### config.mk
export PLATFORM = sky130hd
export DESIGN_NAME = rv_iommu_wsi_gateway
export DESIGN_NICKNAME = d
export VERILOG_FILES = /design/src/rtl/rv_iommu_wsi_pkg.sv /design/src/rtl/rv_iommu_wsi_src.sv /design/src/rtl/rv_iommu_wsi_gateway.sv
export SDC_FILE = /design/constraint.sdc
export NUM_CORES = 1
export LEC_CHECK = 0
export BUFFER_PORTS_ARGS = -buffer_cell sky130_fd_sc_hd__buf_4
export CORE_UTILIZATION = 30
export CTS_BUF_LIST = sky130_fd_sc_hd__clkbuf_8 sky130_fd_sc_hd__clkbuf_16
export DETAILED_ROUTE_END_ITERATION = 16
export GPL_TIMING_DRIVEN = 0
export SYNTH_ARGS = -nofsm -noshare
export SYNTH_HDL_FRONTEND = slang
export SYNTH_SLANG_ARGS = --single-unit
### constraint.sdc
create_clock -name clk_i -period 2.9 [get_ports clk_i]
set_input_delay 0.145 -clock clk_i [delete_from_list [all_inputs] [get_ports clk_i]]
set_output_delay 0.145 -clock clk_i [all_outputs]
set_load 0.005 [all_outputs]
### src/rtl/rv_iommu_wsi_pkg.sv
// Shared definitions for the IOMMU wire-signaled interrupt gateway.
//   wsi_state_e : per-vector state (IDLE, PEND, CLAIMED)
//   NO_CLAIM_ID : claim_id value returned when nothing is eligible
//   id_width()  : width of a vector id (index+1, 0 reserved for "none")
package rv_iommu_wsi_pkg;

    typedef enum logic [1:0] {
        IDLE    = 2'b00,
        PEND    = 2'b01,
        CLAIMED = 2'b10
    } wsi_state_e;

    localparam int unsigned NO_CLAIM_ID = 0;

    function automatic int unsigned id_width(input int unsigned n_vec);
        return $clog2(n_vec) + 1;
    endfunction

endpackage

### src/rtl/rv_iommu_wsi_src.sv
// One WSI vector: wire synchroniser, rising-edge detect, saturating edge
// counter and the IDLE/PEND/CLAIMED state machine.
//   clk_i, rst_i     : clock, asynchronous active-high reset
//   wire_i           : raw interrupt wire (asynchronous to clk_i)
//   edge_mode_i      : 1 = rising-edge mode, 0 = level mode
//   claim_sel_i      : this vector is the one picked by the current claim
//   complete_sel_i   : completion strobe addressed to this vector
//   state_o          : current wsi_state_e encoding
module rv_iommu_wsi_src
    import rv_iommu_wsi_pkg::*;
#(
    parameter int unsigned SYNC_STAGES = 2,
    parameter int unsigned CNT_W       = 2
) (
    input  logic       clk_i,
    input  logic       rst_i,
    input  logic       wire_i,
    input  logic       edge_mode_i,
    input  logic       claim_sel_i,
    input  logic       complete_sel_i,
    output logic [1:0] state_o
);

    localparam logic [CNT_W-1:0] CntMax = {CNT_W{1'b1}};

    logic [SYNC_STAGES-1:0] sync_q, sync_d;
    logic                   s_d_q;
    logic [CNT_W-1:0]       cnt_q, cnt_d;
    wsi_state_e             state_q, state_d;
    logic                   s, rise, trigger;

    assign s    = sync_q[SYNC_STAGES-1];
    assign rise = s & ~s_d_q;

    always_comb begin
        sync_d = {sync_q[SYNC_STAGES-2:0], wire_i};
    end

    // Counter only tracks edges in edge mode; a claim consumes one edge.
    always_comb begin
        cnt_d = cnt_q;
        if (!edge_mode_i) begin
            cnt_d = '0;
        end else if (rise && claim_sel_i) begin
            cnt_d = cnt_q;
        end else if (rise) begin
            if (cnt_q != CntMax) begin
                cnt_d = cnt_q + 1'b1;
            end
        end else if (claim_sel_i && (cnt_q != '0)) begin
            cnt_d = cnt_q - 1'b1;
        end
    end

    assign trigger = edge_mode_i ? (cnt_q != '0) : s;

    always_comb begin
        state_d = state_q;
        case (state_q)
            IDLE:    if (trigger)        state_d = PEND;
            PEND:    if (claim_sel_i)    state_d = CLAIMED;
            CLAIMED: if (complete_sel_i) state_d = IDLE;
            default:                     state_d = IDLE;
        endcase
    end

    always_ff @(posedge clk_i or posedge rst_i) begin
        if (rst_i) begin
            sync_q  <= '0;
            s_d_q   <= 1'b0;
            cnt_q   <= '0;
            state_q <= IDLE;
        end else begin
            sync_q  <= sync_d;
            s_d_q   <= s;
            cnt_q   <= cnt_d;
            state_q <= state_d;
        end
    end

    assign state_o = state_q;

endmodule

### src/rtl/rv_iommu_wsi_gateway.sv
// Receiver for the IOMMU wire-signaled interrupt vector. Each wire gets a
// rv_iommu_wsi_src; this level adds the lowest-index-first claim encoder,
// the registered claim response and the registered hart interrupt.
//   clk_i, rst_i     : clock, asynchronous active-high reset
//   wsi_wires_i      : raw IOMMU interrupt wires
//   enable_i         : per-vector enable (masks irq and claim only)
//   edge_mode_i      : per-vector 1 = rising edge, 0 = level
//   claim_i          : claim request strobe
//   claim_valid_o    : claim response strobe, one cycle after claim_i
//   claim_id_o       : claimed index+1, 0 = none; held until next claim
//   complete_i       : completion strobe
//   complete_id_i    : index+1 of the vector being completed
//   irq_o            : registered OR of enabled pending vectors
//   pending_o        : per-vector PEND status, unmasked
module rv_iommu_wsi_gateway
    import rv_iommu_wsi_pkg::*;
#(
    parameter int unsigned N_INT_VEC   = 4,
    parameter int unsigned SYNC_STAGES = 2,
    parameter int unsigned CNT_W       = 2
) (
    input  logic                         clk_i,
    input  logic                         rst_i,
    input  logic [N_INT_VEC-1:0]         wsi_wires_i,
    input  logic [N_INT_VEC-1:0]         enable_i,
    input  logic [N_INT_VEC-1:0]         edge_mode_i,
    input  logic                         claim_i,
    output logic                         claim_valid_o,
    output logic [$clog2(N_INT_VEC):0]   claim_id_o,
    input  logic                         complete_i,
    input  logic [$clog2(N_INT_VEC):0]   complete_id_i,
    output logic                         irq_o,
    output logic [N_INT_VEC-1:0]         pending_o
);

    localparam int unsigned IdW = id_width(N_INT_VEC);

    logic [N_INT_VEC-1:0] pend, elig, claim_sel, complete_sel;
    logic [IdW-1:0]       sel_id;
    logic                 claim_valid_q, claim_valid_d;
    logic [IdW-1:0]       claim_id_q, claim_id_d;
    logic                 irq_q, irq_d;

    for (genvar g = 0; g < N_INT_VEC; g++) begin : g_src
        logic [1:0] state;

        assign complete_sel[g] = complete_i && (complete_id_i == IdW'(g + 1));

        rv_iommu_wsi_src #(
            .SYNC_STAGES (SYNC_STAGES),
            .CNT_W       (CNT_W)
        ) u_src (
            .clk_i          (clk_i),
            .rst_i          (rst_i),
            .wire_i         (wsi_wires_i[g]),
            .edge_mode_i    (edge_mode_i[g]),
            .claim_sel_i    (claim_sel[g]),
            .complete_sel_i (complete_sel[g]),
            .state_o        (state)
        );

        assign pend[g] = (state == PEND);
    end

    assign elig = pend & enable_i;

    // Lowest eligible index wins.
    always_comb begin
        logic found;
        found     = 1'b0;
        sel_id    = IdW'(NO_CLAIM_ID);
        claim_sel = '0;
        for (int i = 0; i < N_INT_VEC; i++) begin
            if (elig[i] && !found) begin
                found        = 1'b1;
                sel_id       = IdW'(i + 1);
                claim_sel[i] = claim_i;
            end
        end
    end

    always_comb begin
        claim_valid_d = claim_i;
        claim_id_d    = claim_i ? sel_id : claim_id_q;
        irq_d         = |elig;
    end

    always_ff @(posedge clk_i or posedge rst_i) begin
        if (rst_i) begin
            claim_valid_q <= 1'b0;
            claim_id_q    <= '0;
            irq_q         <= 1'b0;
        end else begin
            claim_valid_q <= claim_valid_d;
            claim_id_q    <= claim_id_d;
            irq_q         <= irq_d;
        end
    end

    assign claim_valid_o = claim_valid_q;
    assign claim_id_o    = claim_id_q;
    assign irq_o         = irq_q;
    assign pending_o     = pend;

endmodule
# Word-level counts from Yosys, hierarchy flattened
# Cells that the tools add are included.
[totals]
register_bits = 33
inputBits = 19
output_inout_bits = 9
[op_classes]
add_sub_neg = 8
eq_ne = 40
mux = 51
bitwise_logic = 9
n_reduce_logical = 35
[op_table]
columns = ["operator", "count"]
rows = [
  ["two-way mux 2 bit", 32],
  ["!= test 2 x 1 -> 1 bit, second input constant", 12],
  ["case mux 2 bit (3 select lines)", 4],
  ["AND reduction 3 bit", 8],
  ["!= test 2 bit, second input constant", 8],
  ["logical AND 1 bit", 15],
  ["two-way mux 1 bit", 12],
  ["!= test 3 x 1 -> 1 bit, second input constant", 4],
  ["!= test 3 bit, second input constant", 4],
  ["two-way mux 3 bit", 3],
  ["adder 2 x 1 -> 2 bit, second input constant", 4],
  ["equality test 2 x 1 -> 1 bit, second input constant", 4],
  ["equality test 2 bit, second input constant", 4],
  ["zero test 2 bit", 4],
  ["nonzero test 2 bit", 4],
  ["subtractor 2 x 1 -> 2 bit, second input constant", 4],
  ["equality test 3 x 2 -> 1 bit, second input constant", 2],
  ["bitwise AND 1 bit", 4],
  ["bitwise AND 4 bit", 1],
  ["NOT 1 bit", 4],
  ["OR reduction 4 bit", 1],
  ["equality test 3 x 1 -> 1 bit, second input constant", 1],
  ["equality test 3 bit, second input constant", 1],
  ["zero test 1 bit", 3],
]

# Depth between registers and ports, before layout
[logic_depth]
word_depth = 17
ltp_mapped = 6
mapped_depth_nobuf = 5

# By module
# A second synthesis with hierarchy kept.
[hier_totals]
cells_unflattened = 137
hier_area_um2 = 1584.0
[by_module_without_submodules]
columns = ["module", "instances", "cells_each", "area_per_inst_um2", "seq_area_each_um2"]
rows = [
  ["rv_iommu_wsi_src", 4, 26, 310.3, 175.2],
  ["rv_iommu_wsi_gateway", 1, 33, 342.8, 125.1],
]

# Worst setup path before layout
# Ideal clock, no wire load.
[synth_path]
kind = "register to register"
from = "register g_src[0].u_src.state_q[0]"
to = "register g_src[3].u_src.cnt_q[0]"
setup_ps = 90
arrival_time_ps = 1798
t_required_ps = 2810
path_slack_ps = 1012
path_stages_with_launch = 7
period_less_slack_ps = 1888
path_cell_list = "dfrtp_1 nand3b_4 nand2_2 or4_4 buf_6 or4_1 o221ai_1"
[synth_between]
elab_chain_len = 15
[synth_rtl]
columns = ["item", "line", "source"]
rows = [
  ["start: declaration", "rv_iommu_wsi_src.sv:29", "wsi_state_e state_q, state_d;"],
  ["start signal: assignment", "rv_iommu_wsi_src.sv:77", "state_q <= state_d;"],
  ["equality test 2 x 1 -> 1 bit (*)", "rv_iommu_wsi_gateway.sv:62", "assign pend[g] = (state == PEND);"],
  ["bitwise AND 4 bit (*)", "rv_iommu_wsi_gateway.sv:65", "assign elig = pend & enable_i;"],
  ["two-way mux 1 bit (*)", "rv_iommu_wsi_gateway.sv:74", "if (elig[i] && !found) begin"],
  ["zero test 1 bit", "rv_iommu_wsi_gateway.sv:74", ""],
  ["logical AND 1 bit", "rv_iommu_wsi_gateway.sv:74", ""],
  ["two-way mux 1 bit (*)", "rv_iommu_wsi_gateway.sv:74", ""],
  ["zero test 1 bit", "rv_iommu_wsi_gateway.sv:74", ""],
  ["logical AND 1 bit", "rv_iommu_wsi_gateway.sv:74", ""],
  ["two-way mux 1 bit (*)", "rv_iommu_wsi_gateway.sv:74", ""],
  ["zero test 1 bit (*)", "rv_iommu_wsi_gateway.sv:74", ""],
  ["logical AND 1 bit (*)", "rv_iommu_wsi_gateway.sv:74", ""],
  ["two-way mux 1 bit (*)", "rv_iommu_wsi_gateway.sv:74", ""],
  ["logical AND 1 bit, on equally long branches", "rv_iommu_wsi_src.sv:50, rv_iommu_wsi_src.sv:44", ""],
  ["!= test 3 x 1 -> 1 bit (no source line) or != test 2 bit (tied branches)", "-", ""],
  ["AND reduction 3 bit (no source line) (*)", "-", ""],
  ["end signal: assignment", "rv_iommu_wsi_src.sv:76", "cnt_q <= cnt_d;"],
  ["end: declaration", "rv_iommu_wsi_src.sv:28", "logic [CNT_W-1:0] cnt_q, cnt_d;"],
]
# Mark *: on every way between the ends. The rest lies on a longest branch, timed or not.
# A chain may end at the register's enable or synchronous reset.

# Worst setup path in the final report
[layout_path]
from = "register g_src[1].u_src.state_q[0]"
to = "register g_src[3].u_src.cnt_q[0]"
[layout_between]
elab_chain_len = 13
[layout_rtl]
columns = ["item", "line"]
rows = [
  ["start: declaration", "rv_iommu_wsi_src.sv:29"],
  ["start signal: assignment", "rv_iommu_wsi_src.sv:77"],
  ["equality test 2 x 1 -> 1 bit (*)", "rv_iommu_wsi_gateway.sv:62"],
  ["bitwise AND 4 bit (*)", "rv_iommu_wsi_gateway.sv:65"],
  ["logical AND 1 bit (*)", "rv_iommu_wsi_gateway.sv:74"],
  ["two-way mux 1 bit (*)", "rv_iommu_wsi_gateway.sv:74"],
  ["zero test 1 bit", "rv_iommu_wsi_gateway.sv:74"],
  ["logical AND 1 bit", "rv_iommu_wsi_gateway.sv:74"],
  ["two-way mux 1 bit (*)", "rv_iommu_wsi_gateway.sv:74"],
  ["zero test 1 bit (*)", "rv_iommu_wsi_gateway.sv:74"],
  ["logical AND 1 bit (*)", "rv_iommu_wsi_gateway.sv:74"],
  ["two-way mux 1 bit (*)", "rv_iommu_wsi_gateway.sv:74"],
  ["logical AND 1 bit, on equally long branches", "rv_iommu_wsi_src.sv:50, rv_iommu_wsi_src.sv:44"],
  ["!= test 3 x 1 -> 1 bit (no source line) or != test 2 bit (tied branches)", "-"],
  ["AND reduction 3 bit (no source line) (*)", "-"],
]
# Marked as above.

==> impl_results.md <==
* Synth async-reset ratio at 100.0%
* Cell row count at 24
* Buf/Inv on CP at 2
* Period Utilization, post-route at 70.64%
* Fin Clk Skew at 0.004202 ns
* CP Capture Type: flip-flop
* Hold_buf cts at 4
* DRC at 1
* Area of the core at 4474 sq um
* Post-CTS setup buffers at 0
* Total GRT Usage at 13.33%
* Static Leak at 0.0008730 uW
* PD cells at 730.5 nW/um^2
* Post-DP Area at 1707 sq um
* Clock root cell: clkbuf_8
* Final setup viols at 0
* M1 wire length at 1197 um
* DRT Wirelength at 2895 um
* Max_slew headroom at 53.03%
* Fin crit period at 2.049 ns
* Post-synth EDFFs at 0
* Final nets at 194
* Initial Utilization at 32.16%
* Sink Count at 33
* Clock Tree Buf Depth at 2
* DR vias at 1145
* Dpl hpwl at 2136 um
* Total clock buffers created by CTS at 5
* FF-to-FF setup slack at 0.85 ns
* Synthesized area at 1439 sq um
* Post-DRT Antenna Nets at 0
* Top_reg_cell synth: dfrtp_1
* Crit-path cells: nand3b_1 > clkinv_1 > or4_4 > buf_6 > or4_1 > o221ai_1
* Number of H-tree levels at 2
* Worst slew pin tran at 0.7002 ns
* Worst setup path class: reg2reg
* Fmax at 0.4881 GHz
* Number of vias per cell at 5.022
* #FFs+latches synth at 33
* Detailed Routing Iterations Pass 1 at 9
* Layout fillers at 439
* Unrepaired setup endpoints after global routing: no
* Final hold violation count at 0
* Port-buffer cells at 27
* Initial antenna violation count at 0
* GPL Wtd Cong at 0.7373
* Crit path max-delay cell type: or4_4
* CP Launch Type: flip-flop
* Die outline height at 71.26 um
* Largest net degree at the start of global routing at 34
* Total global routing overflow at 0
* Max rail drop VDD at 245.7 uV
* Syn Area/Cell at 10.66 sq um
* Vias in the first global route at 1178
* Largest stage delay, worst path at 0.52 ns
* Gate Count Post-Synth at 135
* Fraction of layout cells with a size suffix above 1 at 22.16%
* CTS clk-pin slew, worst paths at 0.07 ns
* Post-Synth XOR/XNOR Area at 0.6087%
* CP Data Required Time at 3.10 ns
* Warnings, synthesis at 0
* Max FO, Critical Path at 8
* Metal2 WL at 1451 um
* Register area at 825.8 sq um
* Status: complete, but fails checks
* Mux cell area share after synthesis at 1.391%
* Num ports at 28
* Post-cts sizing count at 0
* Clk_lat worst skew at 0.28 ns
* Metal3 WL at 178 um
* Synth Area in Adders at 0%
* Largest family of logic cells by synthesized area: simple AND/OR/NAND/NOR gates
* Sequential element share of the synthesized area at 57.39%
* Die width at 71.26 um
* Number of max-cap violations at 0
* Initial DRC Count at 56
* Synth Area in Compound Gates at 13.30%
* Path category of the worst min-delay check: in2reg
* Final instance area at 1867 sq um
* Distinct cells, synth at 35
* CTS tree: yes
* Area grow syn2layout at 29.74%
* Failing checks: DRC
* Global-route wire length before repair at 5071 um
* CP top delay family: simple AND/OR/NAND/NOR gates
* Syn_nets at 154
* TNS Setup at 0 ns
* Simple-gate area share of the yosys netlist at 24.96%
* Multi-input gate area at 579.3 sq um
* Number of diodes at 0
* Slew Viols, Final at 0
* WP data arrival at 2.25 ns
* Die area at 5077 sq um
* WL/cell at 12.70 um
* Top layer in use: met4
[path summary, 6_finish.rpt]
check / start / to / cells past startpoint
max in group asynchronous: rst_i / claim_id_o[1]$_DFFE_PP0P_ / 4
worst min register to register: g_src[3].u_src.sync_q[0]$_DFF_PP0_ / g_src[3].u_src.sync_q[1]$_DFF_PP0_ / 0
worst max register to register: g_src[1].u_src.state_o[0]$_DFFE_PP0P_ / g_src[3].u_src.cnt_q[0]$_DFFE_PP0P_ / 6
min in group asynchronous: rst_i / g_src[1].u_src.state_o[1]$_DFFE_PP0P_ / 3
worst max-delay path: g_src[1].u_src.state_o[0]$_DFFE_PP0P_ / g_src[3].u_src.cnt_q[0]$_DFFE_PP0P_ / 6
worst min-delay path: claim_i / claim_valid_o$_DFF_PP0_ / 1
[layout by cell type, fill, tap and decap left out, types with 2 or more instances in the layout]
| cell type | count |
|---|---|
| dfrtp_1 | 33 |
| buf_4 | 27 |
| nor2_1 | 13 |
| o21ai_0 | 10 |
| nand2_1 | 10 |
| nor2b_1 | 7 |
| a21oi_1 | 7 |
| inv_1 | 5 |
| clkbuf_8 | 5 |
| dlygate4sd3_1 | 5 |
| nand2b_1 | 4 |
| and2_1 | 3 |
| nand3b_1 | 3 |
| a21boi_0 | 3 |
| a211oi_1 | 3 |
| nor4bb_1 | 3 |
| o21ai_1 | 3 |
| nand3_1 | 3 |
| and3b_1 | 2 |
| clkinv_1 | 2 |
| mux2i_1 | 2 |
| nand4b_1 | 2 |
| o211ai_1 | 2 |
| nor3_1 | 2 |
| clkinv_2 | 2 |
[stage by stage]
step           worst slack (ns)  hold slack [ns]  power, uW  utilization (%)  cells
5_1_grt                  0.7821          0.02526       1470            41.72    228
2_1_floorplan             1.012           0.1764      863.0                -    135
4_1_cts                  0.8566          0.02740       1380            40.88    226
6_report                 0.8513          0.03430       1364            41.72    228
3_3_place_gp             0.9333           0.2547       1021            38.14    214
3_5_place_dp             0.8789           0.2553       1042            38.14    214
[report_power, final]
part,internal (uW),switching (uW)
clock network,163,164
logic,224,173
registers,557,83.8
[sequential cells by signal (all words and copies together) (netlist names)]
register	cells
claim_valid_o	1
g_src.u_src.cnt_q	8
g_src.u_src.sync_q	8
claim_id_o	3
g_src.u_src.s_d_q	4
irq_o	1
g_src.u_src.state_o	8
[layer usage]
metal / vias to the layer above / GRT usage, %
met5: - / 0
met4: 0 / 6.667
met3: 7 / 5.063
met2: 24 / 22.96
met1: 562 / 14.32
li1: 552 / -
[synthesized netlist by cell type, types with 2 or more instances]
cell	n	area [sq um]
nand3_1	3	15.01
o211ai_1	2	15.01
nor4bb_1	3	30.03
and2_1	3	18.77
o21ai_1	3	15.01
nor2_1	13	48.80
nor2b_1	7	43.79
nand2b_1	4	25.02
nand4b_1	2	17.52
a21boi_0	3	22.52
o21ai_0	10	50.05
a211oi_1	3	22.52
a21oi_1	7	35.03
nor3_1	2	10.01
and3b_1	2	17.52
inv_1	5	18.77
nand3b_1	3	22.52
nand2_1	10	37.54
dfrtp_1	33	825.8
mux2i_1	2	20.02
[layout make-up]
type	count	share of cell area (%)
Sequential cell	33	44.24
Multi-Input combinational cell	95	31.03
Timing Repair Buffer	33	15.01
Clock buffer	5	3.686
Tap cell	52	3.485
Inverter	6	1.206
Clock inverter	3	0.7373
Buffer	1	0.6032
[logic make-up (layout without fill, tap and decap cells)]
logic type / count (synthesis) / after routing
AND/OR/NAND/NOR: 60 / 60
flip-flops: 33 / 33
AO/OA/AOI/OAI: 32 / 32
buffers and inverters: 7 / 48
multiplexers: 2 / 2
XOR/XNOR: 1 / 1
Power figures use the tool's default switching activity.
